**src/rtl/uart_host_tx.sv**
```systemverilog
// rtl/uart_host_tx.sv - UART transmitter: start, LSB-first data, optional parity, stop.
// Define UART_HOST_TX_BUF_EN to add a one-entry holding buffer for back-to-back frames.
module uart_host_tx #(
    parameter int DATA_WIDTH = 8,
    parameter int PRESCALE   = 32
) (
    input  logic                  CLK,
    input  logic                  RST,
    input  logic [DATA_WIDTH-1:0] P_DATA,
    input  logic                  DATA_VALID,
    input  logic                  PAR_EN,
    input  logic                  PAR_TYP,
    output logic                  TX_OUT,
    output logic                  BUSY
);

    localparam int CW = $clog2(PRESCALE);
    localparam int IW = (DATA_WIDTH > 1) ? $clog2(DATA_WIDTH) : 1;
    localparam logic [CW-1:0] CNT_LAST = CW'(PRESCALE - 1);
    localparam logic [IW-1:0] IDX_LAST = IW'(DATA_WIDTH - 1);

    typedef enum logic [2:0] {
        S_IDLE,
        S_START,
        S_DATA,
        S_PARITY,
        S_STOP
    } state_t;

    state_t                state_q, state_d;
    logic [CW-1:0]         cnt_q, cnt_d;
    logic [IW-1:0]         idx_q, idx_d;
    logic [DATA_WIDTH-1:0] data_q, data_d;
    logic                  par_en_q, par_en_d;
    logic                  par_typ_q, par_typ_d;
    logic                  tx_q, tx_d;
    logic                  busy_q, busy_d;
    logic                  bit_end;
    logic                  parity_bit;

`ifdef UART_HOST_TX_BUF_EN
    logic [DATA_WIDTH-1:0] buf_data_q, buf_data_d;
    logic                  buf_par_en_q, buf_par_en_d;
    logic                  buf_par_typ_q, buf_par_typ_d;
    logic                  buf_full_q, buf_full_d;
`endif

    always_comb begin
        state_d    = state_q;
        idx_d      = idx_q;
        data_d     = data_q;
        par_en_d   = par_en_q;
        par_typ_d  = par_typ_q;
        tx_d       = tx_q;
        bit_end    = (cnt_q == CNT_LAST);
        cnt_d      = (state_q == S_IDLE || bit_end) ? '0 : cnt_q + 1'b1;
        parity_bit = (^data_q) ^ par_typ_q;
`ifdef UART_HOST_TX_BUF_EN
        buf_data_d    = buf_data_q;
        buf_par_en_d  = buf_par_en_q;
        buf_par_typ_d = buf_par_typ_q;
        buf_full_d    = buf_full_q;
`endif

        case (state_q)
            S_IDLE: begin
                tx_d = 1'b1;
                if (DATA_VALID) begin
                    data_d    = P_DATA;
                    par_en_d  = PAR_EN;
                    par_typ_d = PAR_TYP;
                    state_d   = S_START;
                    tx_d      = 1'b0;
                end
            end
            S_START: begin
                if (bit_end) begin
                    state_d = S_DATA;
                    idx_d   = '0;
                    tx_d    = data_q[0];
                end
            end
            S_DATA: begin
                if (bit_end) begin
                    if (idx_q == IDX_LAST) begin
                        idx_d = '0;
                        if (par_en_q) begin
                            state_d = S_PARITY;
                            tx_d    = parity_bit;
                        end else begin
                            state_d = S_STOP;
                            tx_d    = 1'b1;
                        end
                    end else begin
                        idx_d = idx_q + 1'b1;
                        tx_d  = data_q[idx_q + 1'b1];
                    end
                end
            end
            S_PARITY: begin
                if (bit_end) begin
                    state_d = S_STOP;
                    tx_d    = 1'b1;
                end
            end
            S_STOP: begin
                if (bit_end) begin
                    state_d = S_IDLE;
                    tx_d    = 1'b1;
`ifdef UART_HOST_TX_BUF_EN
                    // Chain straight into the next start bit so no idle cycle appears.
                    if (buf_full_q) begin
                        data_d     = buf_data_q;
                        par_en_d   = buf_par_en_q;
                        par_typ_d  = buf_par_typ_q;
                        buf_full_d = 1'b0;
                        state_d    = S_START;
                        tx_d       = 1'b0;
                    end else if (DATA_VALID) begin
                        data_d    = P_DATA;
                        par_en_d  = PAR_EN;
                        par_typ_d = PAR_TYP;
                        state_d   = S_START;
                        tx_d      = 1'b0;
                    end
`endif
                end
            end
            default: begin
                state_d = S_IDLE;
                tx_d    = 1'b1;
            end
        endcase

`ifdef UART_HOST_TX_BUF_EN
        if (state_q != S_IDLE && !(state_q == S_STOP && bit_end) && !buf_full_q && DATA_VALID) begin
            buf_data_d    = P_DATA;
            buf_par_en_d  = PAR_EN;
            buf_par_typ_d = PAR_TYP;
            buf_full_d    = 1'b1;
        end
        busy_d = (state_d != S_IDLE) && buf_full_d;
`else
        busy_d = (state_d != S_IDLE);
`endif
    end

    always_ff @(posedge CLK) begin
        if (RST) begin
            state_q   <= S_IDLE;
            cnt_q     <= '0;
            idx_q     <= '0;
            data_q    <= '0;
            par_en_q  <= 1'b0;
            par_typ_q <= 1'b0;
            tx_q      <= 1'b1;
            busy_q    <= 1'b0;
`ifdef UART_HOST_TX_BUF_EN
            buf_data_q    <= '0;
            buf_par_en_q  <= 1'b0;
            buf_par_typ_q <= 1'b0;
            buf_full_q    <= 1'b0;
`endif
        end else begin
            state_q   <= state_d;
            cnt_q     <= cnt_d;
            idx_q     <= idx_d;
            data_q    <= data_d;
            par_en_q  <= par_en_d;
            par_typ_q <= par_typ_d;
            tx_q      <= tx_d;
            busy_q    <= busy_d;
`ifdef UART_HOST_TX_BUF_EN
            buf_data_q    <= buf_data_d;
            buf_par_en_q  <= buf_par_en_d;
            buf_par_typ_q <= buf_par_typ_d;
            buf_full_q    <= buf_full_d;
`endif
        end
    end

    assign TX_OUT = tx_q;
    assign BUSY   = busy_q;

endmodule

```
**config.mk**
```make
export PLATFORM = sky130hd
export DESIGN_NAME = uart_host_tx
export DESIGN_NICKNAME = d
export VERILOG_FILES = /design/src/rtl/uart_host_tx.sv
export SDC_FILE = /design/constraint.sdc
export NUM_CORES = 1
export LEC_CHECK = 0
export BUFFER_PORTS_ARGS = -buffer_cell sky130_fd_sc_hd__buf_4
export CORE_ASPECT_RATIO = 1.25
export CORE_MARGIN = 5
export CORE_UTILIZATION = 50
export CTS_BUF_LIST = sky130_fd_sc_hd__clkbuf_4
export DETAILED_ROUTE_END_ITERATION = 8
export PLACE_DENSITY = 0.71
export SLEW_MARGIN = 20
export SYNTH_ARGS = -nofsm -noshare
export SYNTH_HDL_FRONTEND = slang
export SYNTH_SLANG_ARGS = --single-unit
```
**constraint.sdc**
```tcl
create_clock -name CLK -period 3.2 [get_ports CLK]
set_clock_uncertainty 0.1 [all_clocks]
set_input_delay 0.64 -clock CLK [delete_from_list [all_inputs] [get_ports CLK]]
set_output_delay 0.64 -clock CLK [all_outputs]
set_load 0.01 [all_outputs]
```
# [Word level (Yosys, flattened, before mapping)]
# Index checks and enable logic that the tools add are counted.
[op_classes] addsub=2 mul=0 n_div=0 order_cmp=1 n_eq_ne=9 shift=0 muxes=21 bitwise=1 n_reduce_logical=10
[op_table] operator="two-way mux 3 bit" n=10
[op_table] operator="case mux 3 bit (5 select lines)" n=1
[op_table] operator="parity 8 bit" n=1
[op_table] operator="two-way mux 1 bit" n=7
[op_table] operator="== test 3 x 2 -> 1 bit (second input constant)" n=2
[op_table] operator="== test 3 bit (second input constant)" n=2
[op_table] operator="case mux 3 bit (2 select lines)" n=1
[op_table] operator="AND reduction 3 bit" n=2
[op_table] operator="adder 5 x 1 -> 5 bit (second input constant)" n=1
[op_table] operator="== test 5 bit (second input constant)" n=1
[op_table] operator="less-than comparator 3 x 4 -> 1 bit (second input constant)" n=1
[op_table] operator="inequality test 2 bit (second input constant)" n=2
[op_table] operator="case mux 1 bit (4 select lines)" n=1
[op_table] operator="OR reduction 2 bit" n=2
[op_table] operator="adder 3 x 1 -> 3 bit (second input constant)" n=1
[op_table] operator="binary-select mux 1 bit (select 3 bit)" n=1
[op_table] operator="== test 3 x 1 -> 1 bit (second input constant)" n=1
[op_table] operator="logical NOT 3 bit" n=1
[op_table] operator="nonzero test 3 bit" n=1
[op_table] operator="inequality test 2 x 1 -> 1 bit (second input constant)" n=1
[op_table] operator="AND reduction 2 bit" n=1
[op_table] operator="nonzero test 2 bit" n=1
[op_table] operator="logical OR 1 bit" n=1
[op_table] operator="XOR 1 bit" n=1
[word_totals] reg_bits=23 latch_bits=0 ram_bits=0 rom_bits=0 inputBits=13 out_inout_bits=2 wordCells=52 memories=0

# [Longest topological paths before layout]
# Gate-level depths: netlist of the first run.
[logic_depth] depth_word=6 depth_mapped=9 mapped_depth_nobuf=8

# [Worst setup path before layout of the first run]
# Ideal clock, no wire load.
[synth_path] kind="reg2reg" startpoint="register cnt_q[0]" endpoint="register tx_q, in the netlist TX_OUT" setup_time_ns=0.076 t_arrival_ns=2.092 t_required_ns=3.024 setup_slack_ns=0.932 stages_incl_launch_ff=9 n_path_buf=1 synth_period_minus_slack_ns=2.268 path_cell_list="dfxtp_1 -> ha_1 -> and3_1 -> ha_1 -> clkbuf_1 -> or4b_2 -> o311ai_0 -> nor4_1 -> a22oi_2"
[synth_between] elab_chain_len=3
[synth_lines] item="start: declaration" line="31" text="logic [CW-1:0] cnt_q, cnt_d;"
[synth_lines] item="start signal: assignment" line="166" text="cnt_q <= cnt_d;"
[synth_lines] item="== test 5 bit *" line="55" text="bit_end = (cnt_q == CNT_LAST);"
[synth_lines] item="inequality test 2 x 1 -> 1 bit (no source line) / inequality test 2 bit (equally long branches)"
[synth_lines] item="AND reduction 3 bit (no source line) *"
[synth_lines] item="end signal: assignment" line="171" text="tx_q <= tx_d;"
[synth_lines] item="end: declaration" line="36" text="logic tx_q, tx_d;"
# Every way passes the cells marked *; elsewhere a longest branch is shown, timed or not.
# A chain may end at the register's enable or synchronous reset.

# [Worst setup path after layout of the first run]
# Ends and elaborated chain as after synthesis.

==> results.json, run 1 <==
{
  "wl_per_cell_um": 12.9,
  "tns_ns": 0,
  "hold_path_class": "flop to flop",
  "post-place-ws_ns": 0.829,
  "end_kind": "flop",
  "fin_ws_ns": 0.810,
  "syn-num-nets": 149,
  "rsz0062_at_grt": "false",
  "synth_top_area_frac": 0.399,
  "synth-edff-count": 0,
  "hold_viol_final": 0,
  "initial_utilization": 0.522,
  "synth_fa_ha_area_frac": 0.0542,
  "multi_input_area_sq_um": 648,
  "ff2ff_setup_slack_ns": 0.81,
  "synthMuxAreaShare": 0.0628,
  "holdWs_ns": 0.379,
  "synthSimpleGateAreaFrac": 0.221,
  "slowest_delay_ns": 0.66,
  "yosysWarnings": 0,
  "first_pass_iters": 4,
  "dieWidth_um": 53.0,
  "yosysUniqueCellTypes": 36,
  "regArea_sq_um": 460,
  "crit_top_cell": "ha_1",
  "hold_depth": 1,
  "r2r_cells": 7,
  "synthesis.instances": 131,
  "rr_endpoint": "TX_OUT",
  "maxSlewViolCount": 0,
  "final_nets": 159,
  "synth_area_leaders": "dfxtp_1 40%, nand2_1 7.8%, ha_1 5.4%",
  "cp.arrival_ns": 2.55,
  "clk_path_buf_depth": 2,
  "async_flop_share": 0,
  "cp_num_buf_inv": 0,
  "drt_iter0_drc": 14,
  "min_from": "cnt_q[0]",
  "cts_sinks": 23,
  "drc": 0,
  "crit_path_top_delay_cell": "or4b_2",
  "worstSetupPathType": "flop to flop",
  "fillers": 211,
  "ios": 15,
  "maxCapViolCount": 0,
  "routed_via_density": 5.36,
  "setup_viol_count_final": 0,
  "whs_endpoint": "cnt_q[0]",
  "post-route-period-util": 0.747,
  "antennaDiodeCount": 0,
  "synth_top_family_by_area": "simple AND/OR/NAND/NOR gates",
  "grt_usage": 0.149,
  "postRouteAntennaNets": 0,
  "num_vias": 917,
  "grt_pass1_wl_mm": 3.80,
  "crit_chain": "ha_1, and3_1, ha_1, or4b_2, o311ai_0, nor4_1, a22oi_2",
  "vdd_drop_max_mv": 0.284,
  "seq_area_frac_synth": 0.399,
  "post-route-util": 0.581,
  "post_cts_resized": 0,
  "cts_max_level": 1,
  "worst_slew_pin_slew_ns": 0.572,
  "synth_compound_area_frac": 0.128,
  "die_h_um": 63.7,
  "p_per_area_mw_per_mm2": 411,
  "clkTransAtPathRegs_ns": 0.13,
  "ys_dominant_reg_cell": "dfxtp_1",
  "fmax_mhz": 418,
  "cts_buffers": 3,
  "drive_gt1_frac": 0.157,
  "path_depth": 7,
  "hpwl_mm": 1.72,
  "avgSynthCellArea_sq_um": 8.82,
  "area_growth_pct": 11.2,
  "syn_area_sq_mm": 0.00115,
  "regToRegStartpoint": "cnt_q[0]",
  "synth_seq_cells": 23,
  "gp_congestion": 0.784,
  "outcome": "finished clean",
  "cp-start-kind": "flop",
  "grt_max_degree": 21,
  "post_cts_buffers": 0,
  "grt_remaining_overflow": 0,
  "crit_required_ns": 3.36,
  "critPathTopFamily": "simple AND/OR/NAND/NOR gates",
  "synth_xor_area_frac": 0.0953,
  "rows": 19,
  "design.core.area_sq_mm": 0.00221,
  "cts-root-buf": "clkbuf_4",
  "postCtsHoldBufs": 0,
  "clk_latency_ns": 0.32,
  "slew_headroom": 0.613,
  "yosysTopAreaCell": "dfxtp_1",
  "wl_mm": 2.20,
  "numPortBuffers": 14,
  "die-area_sq_mm": 0.00338,
  "p_leak_nw": 0.507,
  "crit_fanout": 9,
  "grt_pass1_vias": 890,
  "post-route-min-period_ns": 2.39,
  "cts_tree": "built",
  "antenna_found_initial": 0
}
==> cell type report <==
type | count | area share
Sequential cell | 23 | 0.359
Timing Repair Buffer | 14 | 0.0819
Inverter | 1 | 0.00292
Multi-Input combinational cell | 98 | 0.505
Clock buffer | 3 | 0.0175
Clock inverter | 1 | 0.00390
Tap cell | 31 | 0.0302
==> per-stage QoR <==
stage	std cells	area, sq um	total power [mW]
detailed placement	167	1260	0.398
floorplan	131	1150	0.372
finish	171	1280	0.527
global placement	167	1260	0.394
CTS	171	1280	0.534
global route	171	1280	0.556
==> sequential cells by signal (all words and copies together) (netlist names) <==
register	flops
cnt_q	5
idx_q	3
par_en_q	1
BUSY	1
data_q	8
TX_OUT	1
par_typ_q	1
state_q	3
==> power by group <==
group	internal [mW]	switching, mW	total [mW]
Clock	0.0468	0.0906	0.137
Sequential	0.299	0.0121	0.311
Combinational	0.0435	0.0353	0.0788
==> worst max-delay path by stage <==
stage	startpoint	to
finish	cnt_q[0]	TX_OUT
global route	cnt_q[0]	TX_OUT
CTS	cnt_q[0]	TX_OUT
detailed placement	cnt_q[0]	TX_OUT
global placement	cnt_q[0]	TX_OUT
floorplan	cnt_q[0]	TX_OUT
==> per-layer routing <==
| metal | up-vias | global-route usage | wire length [um] |
|---|---|---|---|
| met5 | - | 0 | 0 |
| met4 | 0 | 0.0958 | 68 |
| met3 | 7 | 0.0326 | 83 |
| met2 | 19 | 0.241 | 1120 |
| met1 | 422 | 0.173 | 932 |
| li1 | 469 | - | - |
==> cell usage in the layout (no fill, tap or decap) <==
cell type  synthesis  final
nand2_1           24     24
dfxtp_1           23     23
buf_4              0     14
a21oi_1           11     11
nor2_1            10     10
xnor2_1            6      6
mux2i_1            5      5
ha_1               5      5
nor3_1             4      4
xor2_1             4      4
and2_1             3      3
nand3b_1           3      3
clkbuf_4           0      3
or3_1              2      2
nand3_1            2      2
and3_1             1      1
a22oi_1            1      1
inv_1              1      1
a31oi_1            1      1
o21ai_0            1      1
or4b_2             1      1
a2bb2oi_1          1      1
nand2b_1           1      1
or3b_2             1      1
o311ai_0           1      1
o22a_1             1      1
nor4_1             1      1
xnor3_1            1      1
mux4_2             1      1
nor2b_1            1      1
a311o_1            1      1
a22oi_2            1      1
o32a_1             1      1
o21a_1             1      1
a211oi_1           1      1
clkinv_2           0      1
==> Yosys cell counts, types with 2 or more instances <==
cell type   n
nand2_1    24
dfxtp_1    23
a21oi_1    11
nor2_1     10
clkbuf_1    7
xnor2_1     6
ha_1        5
mux2i_1     5
nor3_1      4
xor2_1      4
and2_1      3
nand3b_1    3
nand3_1     2
or3_1       2
==> logic make-up after synthesis <==
kind of cell    after synthesis
fa+ha+maj                     5
mux                           6
flops                        23
compound gates               22
xor+xnor                     11
simple gates                 54
buf+inv                      10
(Power assumes the default switching activity.)
==> run 2, diff against run 1 <==
--- a/config.mk
+++ b/config.mk
@@ -5,13 +5,14 @@
 export SDC_FILE = /design/constraint.sdc
 export NUM_CORES = 1
 export LEC_CHECK = 0
+export ABC_AREA = 1
 export BUFFER_PORTS_ARGS = -buffer_cell sky130_fd_sc_hd__buf_4
 export CORE_ASPECT_RATIO = 1.25
 export CORE_MARGIN = 5
 export CORE_UTILIZATION = 50
 export CTS_BUF_LIST = sky130_fd_sc_hd__clkbuf_4
 export DETAILED_ROUTE_END_ITERATION = 8
-export PLACE_DENSITY = 0.71
+export PLACE_DENSITY = 0.7
 export SLEW_MARGIN = 20
 export SYNTH_ARGS = -nofsm -noshare
 export SYNTH_HDL_FRONTEND = slang
==> constraint.sdc (replaced) <==
create_clock -name CLK -period 2.45 [get_ports CLK]
set_clock_uncertainty 0.1 [all_clocks]
set_input_delay 0.49 -clock CLK [delete_from_list [all_inputs] [get_ports CLK]]
set_output_delay 0.49 -clock CLK [all_outputs]
set_load 0.01 [all_outputs]
==> run 2 against run 1 <==
First-iteration DRC count unchanged. Largest power group unchanged. Combinational power increased by 57%. Cell count is 36% higher. Fmax increased by 23%.
==> results.json, run 2 <==
{
  "outcome": "finished clean",
  "tns_ns": 0,
  "postCtsHoldBufs": 0,
  "avgSynthCellArea_sq_um": 6.83,
  "ys_dominant_reg_cell": "dfxtp_1",
  "synthesis.instances": 184,
  "fin_ws_ns": 0.507,
  "clk_path_buf_depth": 2,
  "vdd_drop_max_mv": 0.301,
  "antennaDiodeCount": 0,
  "final_cell_mix": "47 x nand2_1, 25 x inv_1, 23 x dfxtp_1, 18 x a21oi_1",
  "final_common_cell": "nand2_1",
  "hold_path_class": "primary input to flop",
  "seq_area_frac_synth": 0.366,
  "design.core.area_sq_mm": 0.00243,
  "grt_remaining_overflow": 0,
  "numPortBuffers": 14,
  "switchingPower_uw": 204,
  "min_from": "P_DATA[4]",
  "slew_headroom": 0.758,
  "die_h_um": 66.1,
  "clk_latency_ns": 0.31,
  "wl_per_cell_um": 10.9,
  "grt_usage": 0.165,
  "crit_required_ns": 2.55,
  "final_nets": 219,
  "yosysTopAreaCell": "dfxtp_1",
  "maxCapViolCount": 0,
  "post-place-ws_ns": 0.512,
  "setup_viol_count_final": 0,
  "end_kind": "flop",
  "pwr-share-clk": 0.245,
  "fmax_mhz": 515,
  "hold_viol_final": 0,
  "placed_area_sq_mm": 0.00139,
  "cts_sinks": 23,
  "post-route-period-util": 0.793,
  "grt_pass1_vias": 1085,
  "rows": 20,
  "syn_area_sq_mm": 0.00126,
  "syn-num-nets": 202,
  "seqPwrFrac": 0.580,
  "dieWidth_um": 54.9,
  "maxSlewViolCount": 0,
  "first_pass_iters": 4,
  "yosysWarnings": 0,
  "intPower_uw": 508,
  "drive_gt1_frac": 0.155,
  "synth.most_common_cell": "nand2_1",
  "p_sw_frac": 0.287,
  "p_leak_nw": 0.689,
  "rsz0062_at_grt": "false",
  "cp.arrival_ns": 2.04,
  "wl_mm": 2.54,
  "area_growth_pct": 12.9,
  "post_cts_buffers": 0,
  "synth_area_leaders": "dfxtp_1 37%, nand2_1 14%, inv_1 7.5%",
  "yosysUniqueCellTypes": 28,
  "worstSetupPathType": "flop to flop",
  "ff2ff_setup_slack_ns": 0.51,
  "regToRegStartpoint": "cnt_q[0]",
  "fillers": 256,
  "cts_buffers": 3,
  "ios": 15,
  "grt_pass1_wl_mm": 4.43,
  "drc": 0,
  "die-area_sq_mm": 0.00362,
  "p_per_area_mw_per_mm2": 502,
  "stdcell_area_sq_mm": 0.00142,
  "hold_depth": 3,
  "worst_slew_pin_slew_ns": 0.361,
  "rr_endpoint": "BUSY",
  "cp-start-kind": "flop",
  "async_flop_share": 0,
  "pwr-share-comb": 0.174,
  "postRouteAntennaNets": 0,
  "synth_seq_cells": 23,
  "clkTransAtPathRegs_ns": 0.13,
  "gp_congestion": 0.797,
  "post-route-min-period_ns": 1.94,
  "hpwl_mm": 2.03,
  "grt_max_degree": 19,
  "holdWs_ns": 0.318,
  "synth_top_area_frac": 0.366,
  "r2r_cells": 9,
  "cts_max_level": 1,
  "synthTopCellsByCount": "47 x nand2_1, 25 x inv_1, 23 x dfxtp_1",
  "crit_fanout": 7,
  "post_cts_resized": 0,
  "whs_endpoint": "data_q[4]",
  "largest_reg_flops": 8,
  "routed_via_density": 4.96,
  "antenna_found_initial": 0,
  "cts_tree": "built",
  "largest_register": "data_q",
  "drt_iter0_drc": 14,
  "synth-edff-count": 0,
  "largestRegisters": "data_q x8, cnt_q x5",
  "cts-root-buf": "clkbuf_4",
  "num_vias": 1156,
  "initial_utilization": 0.518
}
## run 2: cell families after synthesis
group                      Yosys count  share of synthesized area
AOI/OAI and AO/OA                   38                      0.171
DFF                                 23                      0.366
xor gates and xnor gates             4                     0.0279
adders and majority gates            5                     0.0498
and+or+nand+nor                     82                      0.287
buffers and inverters               32                     0.0985
## run 2: power by group through the flow
stage | Sequential (mW) | Combinational, mW | Clock, mW
after detailed placement | 0.422 | 0.125 | 0
final | 0.414 | 0.124 | 0.175
after global routing | 0.417 | 0.145 | 0.200
after global placement | 0.422 | 0.121 | 0
after floorplan | 0.419 | 0.0888 | 0
after CTS | 0.414 | 0.125 | 0.182
## run 2: critical path, stage by stage, from the launching register on
cell	delay [ns]
dfxtp_1	0.38
ha_1	0.18
nand2_1	0.07
nor2_1	0.16
ha_1	0.32
inv_1	0.13
nand3_1	0.10
nand2_1	0.05
o21ai_0	0.23
o211ai_1	0.13
## run 2: worst max-delay path by stage
stage	from	end	slack, ns	depth (start not counted)
finish	cnt_q[0]	BUSY	0.51	9
global route	cnt_q[0]	BUSY	0.30	9
CTS	cnt_q[0]	BUSY	0.49	9
detailed placement	cnt_q[0]	BUSY	0.51	9
global placement	cnt_q[0]	BUSY	0.60	9
floorplan	idx_q[0]	TX_OUT	0.80	12
## run 2: routing by layer
layer  part of all wire  track usage  vias to the layer above
met5                  0            0                        -
met4              0.016       0.0654                        0
met3              0.015       0.0271                        4
met2               0.53        0.297                        6
met1               0.44        0.182                      519
li1                   -            -                      627
## run 2: through the flow
step / std cells / power [mW] / util
5_1_grt: 233 / 0.762 / 0.585
2_1_floorplan: 184 / 0.507 / -
3_3_place_gp: 229 / 0.542 / 0.574
6_report: 233 / 0.713 / 0.585
4_1_cts: 233 / 0.721 / 0.585
3_5_place_dp: 229 / 0.547 / 0.574
## run 2: cell type report
| class | count | area (sq um) | share of cell area |
|---|---|---|---|
| repair buffers | 14 | 105 | 0.0740 |
| multi-input cells | 129 | 673 | 0.474 |
| inverters | 30 | 113 | 0.0793 |
| clock buffers | 3 | 22.5 | 0.0159 |
| clock inverters | 1 | 5.00 | 0.00352 |
| flip-flops and latches | 23 | 460 | 0.324 |
| well taps | 33 | 41.3 | 0.0291 |
==> run 3, diff against run 2 <==
==> constraint.sdc (replaced) <==
create_clock -name CLK -period 1.8 [get_ports CLK]
set_clock_uncertainty 0.1 [all_clocks]
set_input_delay 0.36 -clock CLK [delete_from_list [all_inputs] [get_ports CLK]]
set_output_delay 0.36 -clock CLK [all_outputs]
set_load 0.01 [all_outputs]
==> run 3 against run 2 <==
Clock-buffer cell count unchanged. Via count up 6.7%. Register-to-register slack worse by 0.42 ns. Combinational power up 42%. Non-clock buffer count up 5. Largest power group unchanged.
==> results.json, run 3 (synthesis gave the netlist of run 2 again) <==
{
  "outcome": "finished clean",
  "vdd_drop_max_mv": 0.490,
  "hpwl_mm": 2.07,
  "postRouteAntennaNets": 0,
  "crit_required_ns": 1.90,
  "drive_gt1_frac": 0.229,
  "cts-root-buf": "clkbuf_4",
  "wl_met1_mm": 1.11,
  "rsz0062_at_grt": "true",
  "wl_per_cell_um": 11.5,
  "grt_remaining_overflow": 0,
  "die-area_sq_mm": 0.00362,
  "intPower_uw": 695,
  "wl_met3_um": 83,
  "seqPwrFrac": 0.577,
  "pwr-share-clk": 0.242,
  "grt_pass1_wl_mm": 4.82,
  "largest_reg_flops": 8,
  "dr_wl_met2_mm": 1.49,
  "holdWs_ns": 0.187,
  "cts_max_level": 1,
  "cts_tree": "built",
  "dieWidth_um": 54.9,
  "p_sw_frac": 0.287,
  "maxSlewViolCount": 0,
  "crit_fanout": 3,
  "slew_headroom": 0.799,
  "routed_via_density": 5.18,
  "design.core.area_sq_mm": 0.00243,
  "cp-start-kind": "flop",
  "first_pass_iters": 4,
  "post-route-min-period_ns": 1.71,
  "die_h_um": 66.1,
  "drt_iter0_drc": 29,
  "post-route-util": 0.631,
  "pwr-share-comb": 0.181,
  "clkTransAtPathRegs_ns": 0.12,
  "rows": 20,
  "drc": 0,
  "final_cell_mix": "45 x nand2_1, 24 x inv_1, 21 x dfxtp_1, 19 x buf_4, 18 x a21oi_1",
  "maxCapViolCount": 0,
  "hold_path_class": "primary input to flop",
  "wl_mm": 2.74,
  "numPortBuffers": 14,
  "num_vias": 1234,
  "largest_register": "data_q",
  "initial_utilization": 0.518,
  "clk_latency_ns": 0.31,
  "cp.arrival_ns": 1.81,
  "final_common_cell": "nand2_1",
  "worstSetupPathType": "flop to flop",
  "postCtsHoldBufs": 0,
  "fmax_mhz": 585,
  "antennaDiodeCount": 0,
  "fillers": 237,
  "hold_viol_final": 0,
  "gp_congestion": 0.935,
  "cts_sinks": 23,
  "worst_slew_pin_slew_ns": 0.299,
  "end_kind": "flop",
  "post-route-period-util": 0.950,
  "p_leak_nw": 0.723,
  "top_layer_used": "met4",
  "grt_pass1_vias": 1194,
  "clk_path_buf_depth": 2,
  "setup_viol_count_final": 0,
  "antenna_found_initial": 0,
  "largestRegisters": "data_q x8, cnt_q x5",
  "final_nets": 224,
  "area_growth_pct": 21.9,
  "grt_max_degree": 16,
  "p_per_area_mw_per_mm2": 636,
  "grt_usage": 0.179,
  "cts_buffers": 3,
  "ios": 15,
  "switchingPower_uw": 280
}
[run 3: final timing paths]
check	from	to	slack (ns)	depth (start not counted)
hold / removal	P_DATA[4]	data_q[4]	0.19	3
setup reg to reg	cnt_q[0]	BUSY	0.09	11
setup / recovery	cnt_q[0]	BUSY	0.09	11
hold reg to reg	cnt_q[0]	cnt_q[0]	0.34	1
[run 3: power groups by stage]
stage	sequential, mW	clock [mW]	combinational, mW
floorplan	0.570	0	0.121
global placement	0.573	0	0.169
detailed placement	0.574	0	0.174
CTS	0.562	0.242	0.174
global route	0.568	0.273	0.205
finish	0.563	0.236	0.176
[run 3: area by class of cell]
cell class	count	area, sq um	share of cell area
multi-input combinational	129	743	0.485
sequential	23	465	0.304
timing repair buffer	19	143	0.0931
inverter	30	113	0.0735
tap	33	41.3	0.0269
clock buffer	3	22.5	0.0147
clock inverter	1	5.00	0.00327
[run 3: through the flow]
step	setup slack [ns]	TNS, ns	total power [mW]	cells	area, sq um
2_1_floorplan	0.146	0	0.691	184	1260
3_3_place_gp	0.0931	0	0.742	232	1420
3_5_place_dp	-0.0130	-0.0130	0.748	232	1420
4_1_cts	0.0151	0	0.979	236	1450
5_1_grt	-0.0377	-0.0377	1.05	238	1530
6_report	0.0907	0	0.975	238	1530
[run 3: timing repair]
item                                    in CTS  in global routing
endpoints found under the setup margin       1                  8
hold endpoints to repair                     0                  0
buffers inserted                             0                  2
pin swaps                                    1                  7
resized for setup                            3                 17
[run 3: metal layers]
layer	up-vias	track usage
met5	-	0
met4	0	0.0935
met3	7	0.0316
met2	25	0.294
met1	563	0.213
li1	639	-
[run 3: critical path: stages, from the launching register on]
cell and delay [ns]:
dfxtp_4 0.38, ha_4 0.16, nand2_4 0.07, nor2_4 0.05
ha_2 0.19, nand2_2 0.07, inv_2 0.05, buf_4 0.12
o21ai_1 0.11, o311ai_1 0.11, nand2_1 0.10, o211ai_1 0.08
